`src/rtl/mem_access_unit.sv`:
```
// RV32 load/store initiator for the DataMemory port: lane steering, extension, word-crossing split.
// Optional MISALIGNED_SPLIT_EN: split word-crossing accesses into two cycles; otherwise they raise resp_error.
module mem_access_unit #(
    parameter int XLEN = 32
) (
    input  logic            clk,
    input  logic            reset,
    input  logic            req_valid,
    output logic            req_ready,
    input  logic            req_write,
    input  logic [2:0]      req_funct3,
    input  logic [XLEN-1:0] req_address,
    input  logic [XLEN-1:0] req_wdata,
    output logic            resp_valid,
    output logic [XLEN-1:0] resp_rdata,
    output logic            resp_error,
    output logic            mem_write_enable,
    output logic [XLEN-1:0] mem_address,
    output logic [XLEN-1:0] mem_write_data,
    output logic [3:0]      mem_write_mask,
    input  logic [XLEN-1:0] mem_read_data
);

    typedef enum logic [1:0] {
        IDLE = 2'd0,
        ACC0 = 2'd1,
        ACC1 = 2'd2,
        RESP = 2'd3
    } state_t;

    state_t            state_q;
    logic              write_q;
    logic [2:0]        f3_q;
    logic [1:0]        off_q;
    logic [XLEN-1:0]   wdata_q;
    logic              spans_q;
    logic              err_q;
    logic [XLEN-1:0]   addr_q;
    logic [XLEN-1:0]   lo_q;
    logic [XLEN-1:0]   hi_q;

    logic [2:0]        req_size;
    logic              req_legal;
    logic              req_spans;
    logic              req_err;
    logic [3:0]        size_mask;
    logic [XLEN-1:0]   wdata_m;
    logic [7:0]        mask8;
    logic [63:0]       data64;
    logic              acc_hi;
    logic              active;
    logic [3:0]        lane_mask;

    function automatic logic [31:0] extract(
        input logic [63:0] dw,
        input logic [1:0]  off,
        input logic [2:0]  f3
    );
        logic [63:0] sh;
        logic [31:0] r;
        sh = dw >> {off, 3'b000};
        unique case (f3[1:0])
            2'b00:   r = {{24{sh[7] & ~f3[2]}}, sh[7:0]};
            2'b01:   r = {{16{sh[15] & ~f3[2]}}, sh[15:0]};
            default: r = sh[31:0];
        endcase
        return r;
    endfunction

    always_comb begin
        req_size = 3'd4;
        unique case (req_funct3[1:0])
            2'b00:   req_size = 3'd1;
            2'b01:   req_size = 3'd2;
            default: req_size = 3'd4;
        endcase
    end

    always_comb begin
        req_legal = 1'b0;
        unique case (req_funct3)
            3'b000, 3'b001, 3'b010: req_legal = 1'b1;
            3'b100, 3'b101:         req_legal = !req_write;
            default:                req_legal = 1'b0;
        endcase
    end

    assign req_spans = ({1'b0, req_address[1:0]} + req_size) > 3'd4;

`ifdef MISALIGNED_SPLIT_EN
    assign req_err = !req_legal;
    assign acc_hi  = (state_q == ACC1);
`else
    assign req_err = !req_legal || req_spans;
    assign acc_hi  = 1'b0;
`endif

    // Lanes are built on a 64-bit window so the split half falls out of the top word.
    always_comb begin
        size_mask = 4'b1111;
        wdata_m   = wdata_q;
        unique case (f3_q[1:0])
            2'b00: begin
                size_mask = 4'b0001;
                wdata_m   = {24'b0, wdata_q[7:0]};
            end
            2'b01: begin
                size_mask = 4'b0011;
                wdata_m   = {16'b0, wdata_q[15:0]};
            end
            default: ;
        endcase
        mask8  = {4'b0000, size_mask} << off_q;
        data64 = {32'b0, wdata_m} << {off_q, 3'b000};
    end

    assign active    = ((state_q == ACC0) && !err_q) || acc_hi;
    assign lane_mask = acc_hi ? mask8[7:4] : mask8[3:0];

    assign mem_address      = addr_q;
    assign mem_write_mask   = active ? lane_mask : 4'b0000;
    assign mem_write_data   = !active ? '0
                            : acc_hi ? data64[63:32] : data64[31:0];
    assign mem_write_enable = active && write_q && (|lane_mask) && reset;

    assign req_ready  = (state_q == IDLE);
    assign resp_valid = (state_q == RESP);
    assign resp_error = (state_q == RESP) && err_q;
    assign resp_rdata = ((state_q == RESP) && !err_q && !write_q)
                      ? extract({hi_q, lo_q}, off_q, f3_q) : '0;

    always_ff @(posedge clk) begin
        if (!reset) begin
            state_q <= IDLE;
            write_q <= 1'b0;
            f3_q    <= 3'b000;
            off_q   <= 2'b00;
            wdata_q <= '0;
            spans_q <= 1'b0;
            err_q   <= 1'b0;
            addr_q  <= '0;
            lo_q    <= '0;
            hi_q    <= '0;
        end else begin
            unique case (state_q)
                IDLE: begin
                    if (req_valid) begin
                        write_q <= req_write;
                        f3_q    <= req_funct3;
                        off_q   <= req_address[1:0];
                        wdata_q <= req_wdata;
                        spans_q <= req_spans;
                        err_q   <= req_err;
                        state_q <= ACC0;
                        if (!req_err) begin
                            addr_q <= {req_address[XLEN-1:2], 2'b00};
                        end
                    end
                end
                ACC0: begin
                    if (!write_q) begin
                        lo_q <= mem_read_data;
                    end
`ifdef MISALIGNED_SPLIT_EN
                    if (spans_q && !err_q) begin
                        addr_q  <= addr_q + 32'd4;
                        state_q <= ACC1;
                    end else begin
                        state_q <= RESP;
                    end
`else
                    state_q <= RESP;
`endif
                end
`ifdef MISALIGNED_SPLIT_EN
                ACC1: begin
                    if (!write_q) begin
                        hi_q <= mem_read_data;
                    end
                    state_q <= RESP;
                end
`endif
                RESP: begin
                    state_q <= IDLE;
                end
                default: begin
                    state_q <= IDLE;
                end
            endcase
        end
    end

endmodule

```
`config.mk`:
```
export PLATFORM = sky130hd
export DESIGN_NAME = mem_access_unit
export DESIGN_NICKNAME = d
export VERILOG_FILES = /design/src/rtl/mem_access_unit.sv
export SDC_FILE = /design/constraint.sdc
export NUM_CORES = 1
export LEC_CHECK = 0
export CAP_MARGIN = 30
export CORE_UTILIZATION = 48
export DETAILED_ROUTE_END_ITERATION = 10
export MAX_ROUTING_LAYER = met4
export PLACE_DENSITY = 0.86
export SYNTH_ARGS = -nofsm -noshare
export SYNTH_HDL_FRONTEND = slang
export SYNTH_SLANG_ARGS = --single-unit
```
`constraint.sdc`:
```
create_clock -name clk -period 6.11 [get_ports clk]
set_clock_uncertainty 0.15 [all_clocks]
set_input_delay 1.222 -clock clk [delete_from_list [all_inputs] [get_ports clk]]
set_output_delay 1.222 -clock clk [all_outputs]
set_load 0.1 [all_outputs]
```
---- Word level (Yosys, flattened, before mapping) ----
Cells that the tools add are included.
cells by class
  $add $sub $neg .......................... 1
  magnitude comparators ................... 1
  eq/ne operators ......................... 9
  shift operators ......................... 3
  multiplexer cells ....................... 10
  bitwise logic cells ..................... 5
  reductions and logical operators ........ 22
operator list
  kind                                                             count
  32-bit case mux with 2 select lines                              2
  32-bit two-way mux                                               2
  32-bit by 5-bit left shift with 32-bit output                    1
  32-bit by 5-bit >> shifter with 32-bit output                    1
  4-bit case mux with 2 select lines                               1
  1-bit logical AND                                                7
  2-bit by 1-bit == test with 1-bit output, second input constant  3
  3-bit == test, second input constant                             2
  2-bit zero test                                                  3
  3-bit case mux with 2 select lines                               1
  1-bit zero test                                                  4
  4-bit two-way mux                                                1
  2-bit case mux with 2 select lines                               1
  2-bit AND reduction                                              2
  4-bit OR reduction                                               1
  4-bit by 2-bit left shift with 4-bit output                      1
  2-bit by 3-bit adder with 3-bit output                           1
  3-bit by 1-bit == test with 1-bit output, second input constant  1
  3-bit by 2-bit == test with 1-bit output, second input constant  1
  3-bit > comparator, second input constant                        1
  3-bit zero test                                                  1
  1-bit inverter                                                   3
  3-bit AND reduction                                              1
  3-bit OR reduction                                               1
  7 further kinds                                                  8
word-level totals
  register bits after elaboration ......... 103
  input bits .............................. 103
  output and inout port bits .............. 104
  logic and storage cells ................. 59

---- Depth between registers and ports, before layout ----
Gate-level depths: netlist of the first run.
  word-level depth ........................ 7
  gate-level depth with buffers ........... 8
  gate-level depth less buffers ........... 7

---- Least setup slack after synthesis of the first run ----
OpenSTA, ideal clock, no wires.
  path kind ............................... flip-flop to output port
  start ................................... register off_q[0]
  end ..................................... output port resp_rdata[4]
  arrival time ............................ 3.350 ns
  setup slack ............................. 1.388 ns
  cell stages (with the launch flop) ...... 7
  cell sequence ........................... dfxtp_1 buf_6 buf_2 buf_4 buf_2 a211oi_1 a211oi_1
on the way
  cells in the longest elaborated chain, start to end .. 3
RTL lines
  what                                           RTL line  RTL
  from (decl)                                    34        logic [1:0] off_q;
  from (signal assigned)                         150       off_q <= req_address[1:0];
  32-bit by 5-bit >> shifter with 32-bit output  61        sh = dw >> {off, 3'b000};
  32-bit case mux with 2 select lines            62        unique case (f3[1:0])
  32-bit two-way mux                             130       ? extract({hi_q, lo_q}, off_q, f3_q) : '0;
  to (decl)                                      15        output logic [XLEN-1:0] resp_rdata,
No other way between the ends.

---- Worst setup path after layout of the first run ----
  start ................................... register off_q[0]
  end ..................................... output port resp_rdata[10]
on the way
  cells in the longest elaborated chain, start to end .. 4
RTL lines
  what                                               RTL line  RTL
  32-bit by 5-bit >> shifter with 32-bit output (*)  61
  1-bit AND                                          63        2'b00: r = {{24{sh[7] & ~f3[2]}}, sh[7:0]};
  32-bit case mux with 2 select lines (*)            62
  32-bit two-way mux (*)                             130
Mark *: on every way between the ends. The rest lies on a longest branch, timed or not.

==> summary.md, run 1 <==
| Metric | Value |
|---|---|
| Initial antenna violation count | `0` |
| Part of the cycle the worst path needs | `approximately 82%` |
| Portion of synthesized cell area occupied by the leading cell type | `38.1%` |
| Synth Instances | `around 700` |
| Number of filler cells placed in the layout | `just over 900` |
| Sequential standard cell area | `~0.0021 sq mm` |
| HPWL after detailed placement | `between 10 and 15 mm` |
| Layout cell share with drive strength beyond 1 | `around 4.3%` |
| Multi-input gate area | `~0.003 sq mm` |
| CTS H-tree depth | `3` |
| Max Transition Viols Final | `0` |
| Class of the worst hold path | `reg2reg` |
| Top Family by Delay on Critical Path | `buffers and inverters` |
| RSZ-0062 raised after global routing | `no` |
| Clock latency on the worst-skew pair | `0.37 ns` |
| Final number of setup-violating endpoints | `0` |
| DRC violation total after the first TritonRoute iteration | `~340` |
| Total number of clock tree sinks | `around 100` |
| Largest stage delay on the critical path | `about 1.2 ns` |
| Synth-to-layout area growth | `42.1%` |
| Commonest non-fill, non-tap cell in the layout | `sky130_fd_sc_hd__nand2_1` |
| Final critical delay including setup and external delays | `about 5 ns` |
| Number of buffers inserted by port buffering | `just over 200` |
| Crit-path slowest cell | `sky130_fd_sc_hd__clkdlybuf4s50_1` |
| Number of vias per cell after detailed routing | `around 5.4` |
| DRC viols | `0` |
| Die Footprint | `~0.012 sq mm` |
| Number of buffer and inverter instances along the worst setup path | `1` |
| Biggest area contributors in the synthesized netlist | `sky130_fd_sc_hd__dfxtp_1 38%, sky130_fd_sc_hd__nand2_1 16%, sky130_fd_sc_hd__mux2i_1 10%, sky130_fd_sc_hd__a21boi_0 9.0%, sky130_fd_sc_hd__o22ai_1 2.3%` |
| Inserted Clock Buffers | `9` |
| Clock tree buffer depth | `2` |
| Overflow left after global routing | `0` |
| CTS clk-pin slew, worst paths | `0.09 ns` |
| Total wire length after detailed routing | `around 16 mm` |
| Commonest non-fill, non-tap cells in the layout | `225 x sky130_fd_sc_hd__nand2_1, 203 x sky130_fd_sc_hd__clkdlybuf4s50_1, 101 x sky130_fd_sc_hd__dfxtp_1, 65 x sky130_fd_sc_hd__a21boi_0, 54 x sky130_fd_sc_hd__mux2i_1` |
| Endpoint type of the worst setup path | `output port` |
| Xor/xnor share of the synthesized area | `less than 1%` |
| Pin count of the biggest net entering global routing | `97` |
| Wire length of the first global-routing pass | `24.7 mm` |
| Simple-gate share of the synthesized area | `approximately 25%` |
| Number of warnings issued by yosys | `0` |
| Crit Path Class | `reg2out` |
| Clock Tree Root | `sky130_fd_sc_hd__clkbuf_8` |
| Quantity of hold-fixing buffers added after cts | `0` |
| Top Ports | `between 200 and 250` |
| Buffer count from post-CTS setup fixing | `0` |
| Overall fraction of global-route tracks in use | `27.9%` |
| Post-layout worst setup margin | `1.10 ns` |
| Critical path data required time | `4.74 ns` |
| Synthesized-area fraction occupied by ao, oa, aoi and oai cells | `about a fifth` |
| Die outline width | `roughly 110 microns` |
| Number of gates resized after cts | `0` |
| Data arrival, critical path | `between 3 and 4 ns` |
| First-pass iteration count of the detailed router | `4` |
| Power per Cell Area | `approximately 210 mW/mm^2` |
| F_max | `200 MHz` |
| Maximum vdd ir drop | `between 150 and 200 uV` |
| Number of antenna repair diodes | `0` |
| Main combinational cell family by area after synthesis | `simple AND/OR/NAND/NOR gates` |
| Post-synthesis share of cell area spent on full adders, half adders and majority gates | `0.601%` |
| Result of the run | `completed` |
| Via Count | `5422` |
| Slew headroom | `32.3%` |
| Maximum fanout along the worst path | `between 80 and 90` |
| DRT antenna net count | `0` |
| Worst reg-to-reg setup slack | `around 4.0 ns` |
| Clock tree from TritonCTS | `yes` |
| Average footprint of a synthesized cell | `between 7 and 8 sq um` |
| Final Net Count | `between 900 and 1000` |
| Startpoint type of the worst setup path | `flip-flop` |
| Effective utilization at floorplan | `approximately 50%` |
| Std-Cell Core Area | `0.0109 sq mm` |
| Number of placement rows | `38` |
| Yosys top cell by area | `sky130_fd_sc_hd__dfxtp_1` |
| Ordered list of cells on the worst path | `mux2_2 > mux2i_1 > or3_1 > a21oi_1 > clkdlybuf4s50_1` |
| Worst slack at placement | `1.53 ns` |
| Flip-flop and latch count after synthesis | `103` |
| Number of endpoints with negative hold slack in the final report | `0` |
| Count of different cell masters after synthesis | `48` |
| Total negative slack | `0 ns` |
| MaxCap Viol Count | `0` |
| Worst-margin pin slew | `1.01 ns` |
| GPL Wtd Cong | `0.900` |
| Portion of the post-synthesis area used by sequential elements | `between 30% and 40%` |
| Routed wire per std cell | `about 16 microns` |
| Static leakage power | `~2.7 nW` |
| Synthesized cell area | `0.00541 sq mm` |
| Chip Height | `~110 microns` |
| Mux contribution to synthesized area | `a little over a tenth` |
| Vias in the first global route | `5136` |
sequential cells by signal, indices dropped and copies added (netlist names):
register,cells
lo_q,32
mem_address,30
wdata_q,32
f3_q,3
write_q,1
off_q,2
state_q,2
err_q,1
path summary, 6_finish.rpt:
kind,start,endpoint,cells past startpoint
setup reg to reg,state_q[1]$_SDFFE_PN0P_,mem_address[21]$_SDFFE_PN0P_,5
hold reg to reg,mem_address[27]$_SDFFE_PN0P_,mem_address[27]$_SDFFE_PN0P_,2
setup / recovery,off_q[0]$_SDFFE_PN0P_,resp_rdata[10],5
hold / removal,mem_address[27]$_SDFFE_PN0P_,mem_address[27]$_SDFFE_PN0P_,2
worst min-delay path: stages, from the launching register on:
cell and delay [ns]:
sky130_fd_sc_hd__dfxtp_1 0.32, sky130_fd_sc_hd__nand2_1 0.05, sky130_fd_sc_hd__mux2i_1 0.05
routing by layer:
layer / vias up / GRT usage (%) / wire [microns]
met2: 216 / 43.8 / 7380
met5: - / - / 0
li1: 2659 / - / -
met4: 0 / 11.4 / 488
met1: 2511 / 34.6 / 6830
met3: 36 / 6.09 / 1140
area by class of cell:
type / instances / area share (%)
repair buffers: 212 / 27.9
multi-input cells: 528 / 39.9
clock inverters: 4 / 0.683
clock buffers: 12 / 2.15
flip-flops and latches: 103 / 26.9
well taps: 140 / 2.28
inverters: 4 / 0.195
cells by family after synthesis:
family / after synthesis
AND/OR/NAND/NOR: 305
AO/OA/AOI/OAI: 161
flip-flops: 103
buffers and inverters: 65
multiplexers: 56
adder cells (fa/ha/maj): 2
XOR/XNOR: 2
other: 1
synth_stat cells (all sizes together):
cell,n
dfxtp,103
nor2,24
nand2b,3
nand3,2
conb,1
o21a,2
xnor2,2
buf,27
nand3b,4
o21ai,17
and2,14
inv,4
nor2b,9
clkbuf,34
or3b,1
nand4bb,1
mux2,2
nor3b,9
o221ai,1
a21boi,71
a21oi,22
or3,2
nand2,226
ha,1
nor3,1
and3,5
a22oi,5
fa,1
a21o,8
mux2i,54
o22ai,20
and4,1
o2bb2ai,1
a211oi,14
or2,1
and3b,1
nand4,1
through the flow:
step / instance area [sq um] / util, % / total power [W] / cells / hold WS, ns
finish: 7690 / 70.6 / 0.00161 / 1003 / 0.312
global route: 7690 / 70.6 / 0.00168 / 1003 / 0.325
CTS: 7690 / 70.6 / 0.00162 / 1003 / 0.312
detailed placement: 7470 / 68.6 / 0.00117 / 987 / 0.299
global placement: 7400 / 68.0 / 0.00115 / 984 / 0.291
floorplan: 5410 / - / 0.00103 / 696 / 0.285
power by group:
group / switching [W] / internal [W]
sequential: 0.0000534 / 0.000711
clock: 0.000235 / 0.000224
combinational: 0.000238 / 0.000154
(Power assumes the default switching activity.)
==> run 2: changes to the inputs <==
CORE_UTILIZATION = 40   (was 48)
PLACE_DENSITY = 0.77   (was 0.86)
clock period = 4.2 ns   (was 6.11 ns; I/O delays follow)
==> run 2 against run 1 <==
Against the previous run:
- combinational power is 48% higher
- worst setup slack worse by 0.50 ns
- clock-buffer cell count is 1 lower
- total power is 59% higher
- worst hold slack worse by 0.0042 ns
- flip-flop and latch count stayed put
- register-to-register slack worse by 1.9 ns
- global-route usage is 4.4 points lower
- sequential share of layout area is 0.70 points lower
- final cell count is 3.8% higher
- die area is 20% higher
- critical endpoint is now mem_write_data[23]
- largest power group unchanged
==> summary.md, run 2 (synthesized netlist as in run 1, its figures left out) <==
| Metric | Value |
|---|---|
| Crit-path slowest cell | `sky130_fd_sc_hd__dfxtp_4` |
| Ordered list of cells on the worst path | `buf_4 > o21a_1 > a22oi_1 > o22ai_1 > and2_1 > buf_4` |
| CP Depth | `6` |
| Crit Path Class | `reg2out` |
| Static leakage power | `2.94 nW` |
| Chip Height | `118 microns` |
| Final Net Count | `just under 1000` |
| DRC violation total after the first TritonRoute iteration | `approximately 300` |
| Part of the cycle the worst path needs | `between 80% and 90%` |
| DRT antenna net count | `0` |
| Number of buffers inserted by port buffering | `between 200 and 250` |
| Clock Tree Root | `sky130_fd_sc_hd__clkbuf_16` |
| Total wire length after detailed routing | `about 16 mm` |
| Die Footprint | `~0.014 sq mm` |
| MaxCap Viol Count | `0` |
| Number of placement rows | `between 40 and 50` |
| Clock latency on the worst-skew pair | `approximately 0.34 ns` |
| Multi-input gate area | `around 0.0031 sq mm` |
| Clock tree buffer depth | `2` |
| Maximum vdd ir drop | `220 uV` |
| Class of the worst hold path | `reg2reg` |
| Number of vias per cell after detailed routing | `5.05` |
| Worst-margin pin slew | `approximately 1.0 ns` |
| Startpoint type of the worst setup path | `flip-flop` |
| Power per Cell Area | `~320 mW/mm^2` |
| Utilization after layout | `59.6%` |
| Routed wire per std cell | `between 15 and 20 microns` |
| Std-Cell Core Area | `0.0132 sq mm` |
| Overflow left after global routing | `0` |
| Number of filler cells placed in the layout | `approximately 1200` |
| Endpoint type of the worst setup path | `output port` |
| Startpoint of the tightest hold check path | `mem_address[17]$_SDFFE_PN0P_` |
| Result of the run | `completed` |
| Final number of setup-violating endpoints | `0` |
| Commonest non-fill, non-tap cells in the layout | `225 x sky130_fd_sc_hd__nand2_1, 133 x sky130_fd_sc_hd__clkdlybuf4s50_1, 101 x sky130_fd_sc_hd__dfxtp_1, 65 x sky130_fd_sc_hd__a21boi_0, 61 x sky130_fd_sc_hd__buf_4` |
| Commonest non-fill, non-tap cell in the layout | `sky130_fd_sc_hd__nand2_1` |
| Final design area excluding fillers | `0.00789 sq mm` |
| Post-layout worst setup margin | `0.603 ns` |
| Terminating pin of the worst hold path | `mem_address[17]$_SDFFE_PN0P_` |
| Number of gates resized after cts | `0` |
| Number of buffer and inverter instances along the worst setup path | `2` |
| Pin count of the biggest net entering global routing | `77` |
| Vias in the first global route | `4988` |
| Worst R2R End | `lo_q[12]$_SDFFE_PN0P_` |
| Top Ports | `between 200 and 250` |
| Inserted Clock Buffers | `9` |
| Critical path data required time | `around 3.2 ns` |
| RSZ-0062 raised after global routing | `no` |
| Number of cells on the worst hold path | `2` |
| Largest stage delay on the critical path | `slightly above 0.7 ns` |
| Die outline width | `between 100 and 150 microns` |
| Maximum fanout along the worst path | `46` |
| Number of endpoints with negative hold slack in the final report | `0` |
| F_max | `roughly 280 MHz` |
| Data arrival, critical path | `2.61 ns` |
| Overall fraction of global-route tracks in use | `a little under a quarter` |
| CP most frequent cell | `sky130_fd_sc_hd__buf_4` |
| Final critical delay including setup and external delays | `around 3.6 ns` |
| Worst r2r src | `state_q[0]$_SDFFE_PN0P_` |
| Effective utilization at floorplan | `between 40% and 50%` |
| Worst slack at placement | `roughly 0.74 ns` |
| Total negative slack | `0 ns` |
| Worst reg-to-reg setup slack | `2.13 ns` |
| Via Count | `5259` |
| DRC viols | `0` |
| Cell Area, Placed | `approximately 0.0076 sq mm` |
| Worst reg-to-reg path cell count | `4` |
| Layout cell share with drive strength beyond 1 | `13.4%` |
| Buffer count from post-CTS setup fixing | `0` |
| Sequential standard cell area | `between 0.002 and 0.0025 sq mm` |
| CTS clk-pin slew, worst paths | `around 0.07 ns` |
| Total number of clock tree sinks | `around 100` |
| Synth-to-layout area growth | `45.9%` |
| Wire length of the first global-routing pass | `roughly 26 mm` |
| Initial antenna violation count | `1` |
| HPWL after detailed placement | `11.2 mm` |
| Top Family by Delay on Critical Path | `buffers and inverters` |
| CTS H-tree depth | `3` |
| First-pass iteration count of the detailed router | `5` |
| Clock tree from TritonCTS | `yes` |
| Slew headroom | `between 30% and 40%` |
| GPL Wtd Cong | `roughly 0.84` |
| Quantity of hold-fixing buffers added after cts | `0` |
| Max Transition Viols Final | `0` |
-- run 2: changes by cell type in the layout (fill, tap and decap cells not counted), moves of 9 or more --
cell / delta
sky130_fd_sc_hd__clkdlybuf4s50_1: -70
sky130_fd_sc_hd__buf_12: +19
sky130_fd_sc_hd__clkbuf_8: -10
sky130_fd_sc_hd__clkbuf_16: +9
sky130_fd_sc_hd__buf_4: +55
-- run 2: per-stage QoR --
| step | hold WS [ns] | instances | total power, W |
|---|---|---|---|
| final | 0.308 | 1041 | 0.00256 |
| after CTS | 0.311 | 1040 | 0.00259 |
| after floorplan | 0.285 | 696 | 0.00150 |
| after detailed placement | 0.297 | 1024 | 0.00170 |
| after global routing | 0.329 | 1041 | 0.00268 |
| after global placement | 0.290 | 1024 | 0.00170 |
-- run 2: power breakdown --
| group | total (W) | internal (W) | leakage [nW] | switching (W) |
|---|---|---|---|---|
| Combinational | 0.000580 | 0.000221 | 1.95 | 0.000359 |
| Sequential | 0.00110 | 0.00103 | 0.842 | 0.0000666 |
| Clock | 0.000882 | 0.000499 | 0.149 | 0.000383 |
-- run 2: worst max path at each step --
stage	slack (ns)	endpoint	startpoint
after global placement	0.88	mem_address[29]$_SDFFE_PN0P_	req_funct3[1]
after floorplan	0.004	resp_rdata[23]	off_q[0]$_SDFFE_PN0P_
after CTS	0.61	mem_write_data[23]	off_q[0]$_SDFFE_PN0P_
final	0.60	mem_write_data[23]	off_q[0]$_SDFFE_PN0P_
after detailed placement	0.74	mem_address[14]$_SDFFE_PN0P_	req_funct3[1]
after global routing	0.46	mem_write_data[23]	off_q[0]$_SDFFE_PN0P_
-- run 2: final cells by class --
type	count	share of cell area [%]
sequential	103	26.2
clock inverter	5	0.793
timing repair buffer	213	27.5
antenna	1	0.0317
multi-input combinational	528	39.3
clock buffer	11	3.20
tap	176	2.79
inverter	4	0.190
-- run 2: worst min-delay path, stage by stage, from the launching register on --
cell                      delay, ns
sky130_fd_sc_hd__dfxtp_1       0.31
sky130_fd_sc_hd__nand2_1       0.05
sky130_fd_sc_hd__mux2i_1       0.05
-- run 2: per-layer routing --
metal	wire length, microns	share of wire, %	global-route usage (%)	up-vias
li1	-	-	-	2663
met1	7570	48	30.9	2400
met2	6850	43	35.3	176
met3	1080	6.8	4.97	20
met4	318	2.0	8.65	0
met5	0	0	-	-
==> run 3: changes to the inputs <==
CORE_ASPECT_RATIO = 1.2   (was unset)
SLEW_MARGIN = 40   (was unset)
==> run 3 against run 2 <==
Against the previous run:
- critical path depth is 1 lower
- total power is 2.0% lower
- clock power is 4.1% lower
- largest power group unchanged
- global-route usage is 0.43 points lower
- highest routed layer unchanged
- first-iteration DRC count is 12% lower
- sequential share of layout area is 0.62 points higher
==> summary.md, run 3 (synthesized netlist as in run 1, its figures left out) <==
| Metric | Value |
|---|---|
| Cell Area, Placed | `around 0.0074 sq mm` |
| Max Transition Viols Final | `0` |
| Die Footprint | `around 0.014 sq mm` |
| DRC violation total after the first TritonRoute iteration | `~270` |
| Ordered list of cells on the worst path | `nand4bb_1 > nand3b_1 > nor2_2 > a21o_1 > buf_12` |
| Quantity of hold-fixing buffers added after cts | `0` |
| Worst reg-to-reg path cell count | `3` |
| Slew headroom | `a little over half` |
| Initial antenna violation count | `0` |
| Utilization after layout | `58.5%` |
| Multi-input gate area | `0.00310 sq mm` |
| Number of buffers inserted by port buffering | `about 200` |
| Maximum fanout along the worst path | `10` |
| HPWL after detailed placement | `approximately 11 mm` |
| Largest stage delay on the critical path | `around 0.58 ns` |
| Part of the cycle the worst path needs | `approximately 85%` |
| Chip Height | `between 100 and 150 microns` |
| Number of filler cells placed in the layout | `about 1300` |
| Sequential standard cell area | `about 0.0021 sq mm` |
| Class of the worst hold path | `reg2reg` |
| Clock tree buffer depth | `2` |
| Startpoint type of the worst setup path | `flip-flop` |
| Inserted Clock Buffers | `9` |
| Worst-margin pin slew | `roughly 0.69 ns` |
| Worst reg-to-reg setup slack | `2.35 ns` |
| Final design area excluding fillers | `roughly 0.0077 sq mm` |
| MaxCap Viol Count | `0` |
| Routed wire per std cell | `approximately 15 microns` |
| Clock tree from TritonCTS | `yes` |
| Result of the run | `completed` |
| Final Hold Slack | `a little over 0.3 ns` |
| DRC viols | `0` |
| Power per Cell Area | `around 330 mW/mm^2` |
| Synth-to-layout area growth | `42.5%` |
| Wire length of the first global-routing pass | `24.6 mm` |
| Final Net Count | `just under 1000` |
| Final number of setup-violating endpoints | `0` |
| Final critical delay including setup and external delays | `about 3.6 ns` |
| Total negative slack | `0 ns` |
| Effective utilization at floorplan | `between 40% and 50%` |
| Data arrival, critical path | `2.60 ns` |
| Buffer count from post-CTS setup fixing | `0` |
| Commonest non-fill, non-tap cells in the layout | `225 x sky130_fd_sc_hd__nand2_1, 101 x sky130_fd_sc_hd__dfxtp_1, 101 x sky130_fd_sc_hd__clkdlybuf4s50_1, 65 x sky130_fd_sc_hd__a21boi_0, 63 x sky130_fd_sc_hd__buf_4` |
| Crit-path slowest cell | `sky130_fd_sc_hd__dfxtp_1` |
| Overflow left after global routing | `0` |
| First-pass iteration count of the detailed router | `4` |
| RSZ-0062 raised after global routing | `no` |
| Std-Cell Core Area | `roughly 0.013 sq mm` |
| Top Ports | `207` |
| CTS H-tree depth | `3` |
| Total number of clock tree sinks | `between 100 and 150` |
| Number of endpoints with negative hold slack in the final report | `0` |
| Layout cell share with drive strength beyond 1 | `between 10% and 20%` |
| Pwr Total | `between 0.002 and 0.003 W` |
| Number of vias per cell after detailed routing | `between 5 and 6` |
| Number of gates resized after cts | `0` |
| Commonest non-fill, non-tap cell in the layout | `sky130_fd_sc_hd__nand2_1` |
| Number of cells on the worst hold path | `2` |
| Number of antenna repair diodes | `0` |
| F_max | `278 MHz` |
| Number of placement rows | `between 40 and 50` |
| GPL Wtd Cong | `approximately 0.83` |
| Static leakage power | `~3.0 nW` |
| Maximum vdd ir drop | `~240 uV` |
| Total wire length after detailed routing | `around 16 mm` |
| Crit Path Class | `reg2out` |
| Pin count of the biggest net entering global routing | `99` |
| Clock latency on the worst-skew pair | `around 0.33 ns` |
| Die outline width | `approximately 110 microns` |
| CTS clk-pin slew, worst paths | `approximately 0.070 ns` |
| Critical path data required time | `approximately 3.2 ns` |
| DRT antenna net count | `0` |
| Clock Tree Root | `sky130_fd_sc_hd__clkbuf_16` |
| Vias in the first global route | `about 5000` |
| Endpoint type of the worst setup path | `output port` |
| Overall fraction of global-route tracks in use | `23.0%` |
| Via Count | `about 5300` |
## run 3: cell count changes in the layout (fill, tap and decap cells not counted), moves of 2 or more
cell,before,now
sky130_fd_sc_hd__inv_6,2,0
sky130_fd_sc_hd__buf_4,61,63
sky130_fd_sc_hd__clkbuf_8,2,0
sky130_fd_sc_hd__clkdlybuf4s50_1,133,101
sky130_fd_sc_hd__buf_2,0,32
## run 3: cell type report
cell class                 instances  share of cell area [%]
clock buffer                      10                    2.97
clock inverter                     6                   0.893
inverter                           4                   0.195
multi-input combinational        528                    40.3
sequential                       103                    26.8
tap                              168                    2.73
timing repair buffer             215                    26.1
## run 3: power breakdown
group / total [W] / internal [W] / switching [W] / leakage, nW
Combinational: 0.000568 / 0.000207 / 0.000361 / 2.02
Clock: 0.000846 / 0.000467 / 0.000379 / 0.145
Sequential: 0.00110 / 0.00103 / 0.0000623 / 0.842
Total: 0.00251 / 0.00171 / 0.000802 / 3.01
## run 3: path summary, 6_finish.rpt
kind | start | end
max | state_q[1]$_SDFFE_PN0P_ | resp_rdata[26]
min | mem_address[29]$_SDFFE_PN0P_ | mem_address[29]$_SDFFE_PN0P_
max reg2reg | state_q[0]$_SDFFE_PN0P_ | lo_q[18]$_SDFFE_PN0P_
min reg2reg | mem_address[29]$_SDFFE_PN0P_ | mem_address[29]$_SDFFE_PN0P_
## run 3: metrics by stage
| stage | cells | setup slack (ns) |
|---|---|---|
| floorplan | 696 | 0.00402 |
| global placement | 1018 | 1.09 |
| detailed placement | 1018 | 0.972 |
| CTS | 1034 | 0.569 |
| global route | 1034 | 0.399 |
| finish | 1034 | 0.609 |
## run 3: per-layer routing
metal	routed length [microns]	vias up	track usage, %
met5	0	-	-
met4	511	0	9.67
met3	857	41	3.57
met2	7240	192	35.7
met1	6950	2410	29.7
li1	-	2658	-
## run 3: worst max-delay path, delay by kind of cell (launching register included)
kind | cells | cell delay, ns
AOI/OAI and AO/OA | 1 | 0.23
buffers and inverters | 1 | 0.18
DFF | 1 | 0.58
and+or+nand+nor | 3 | 1.27
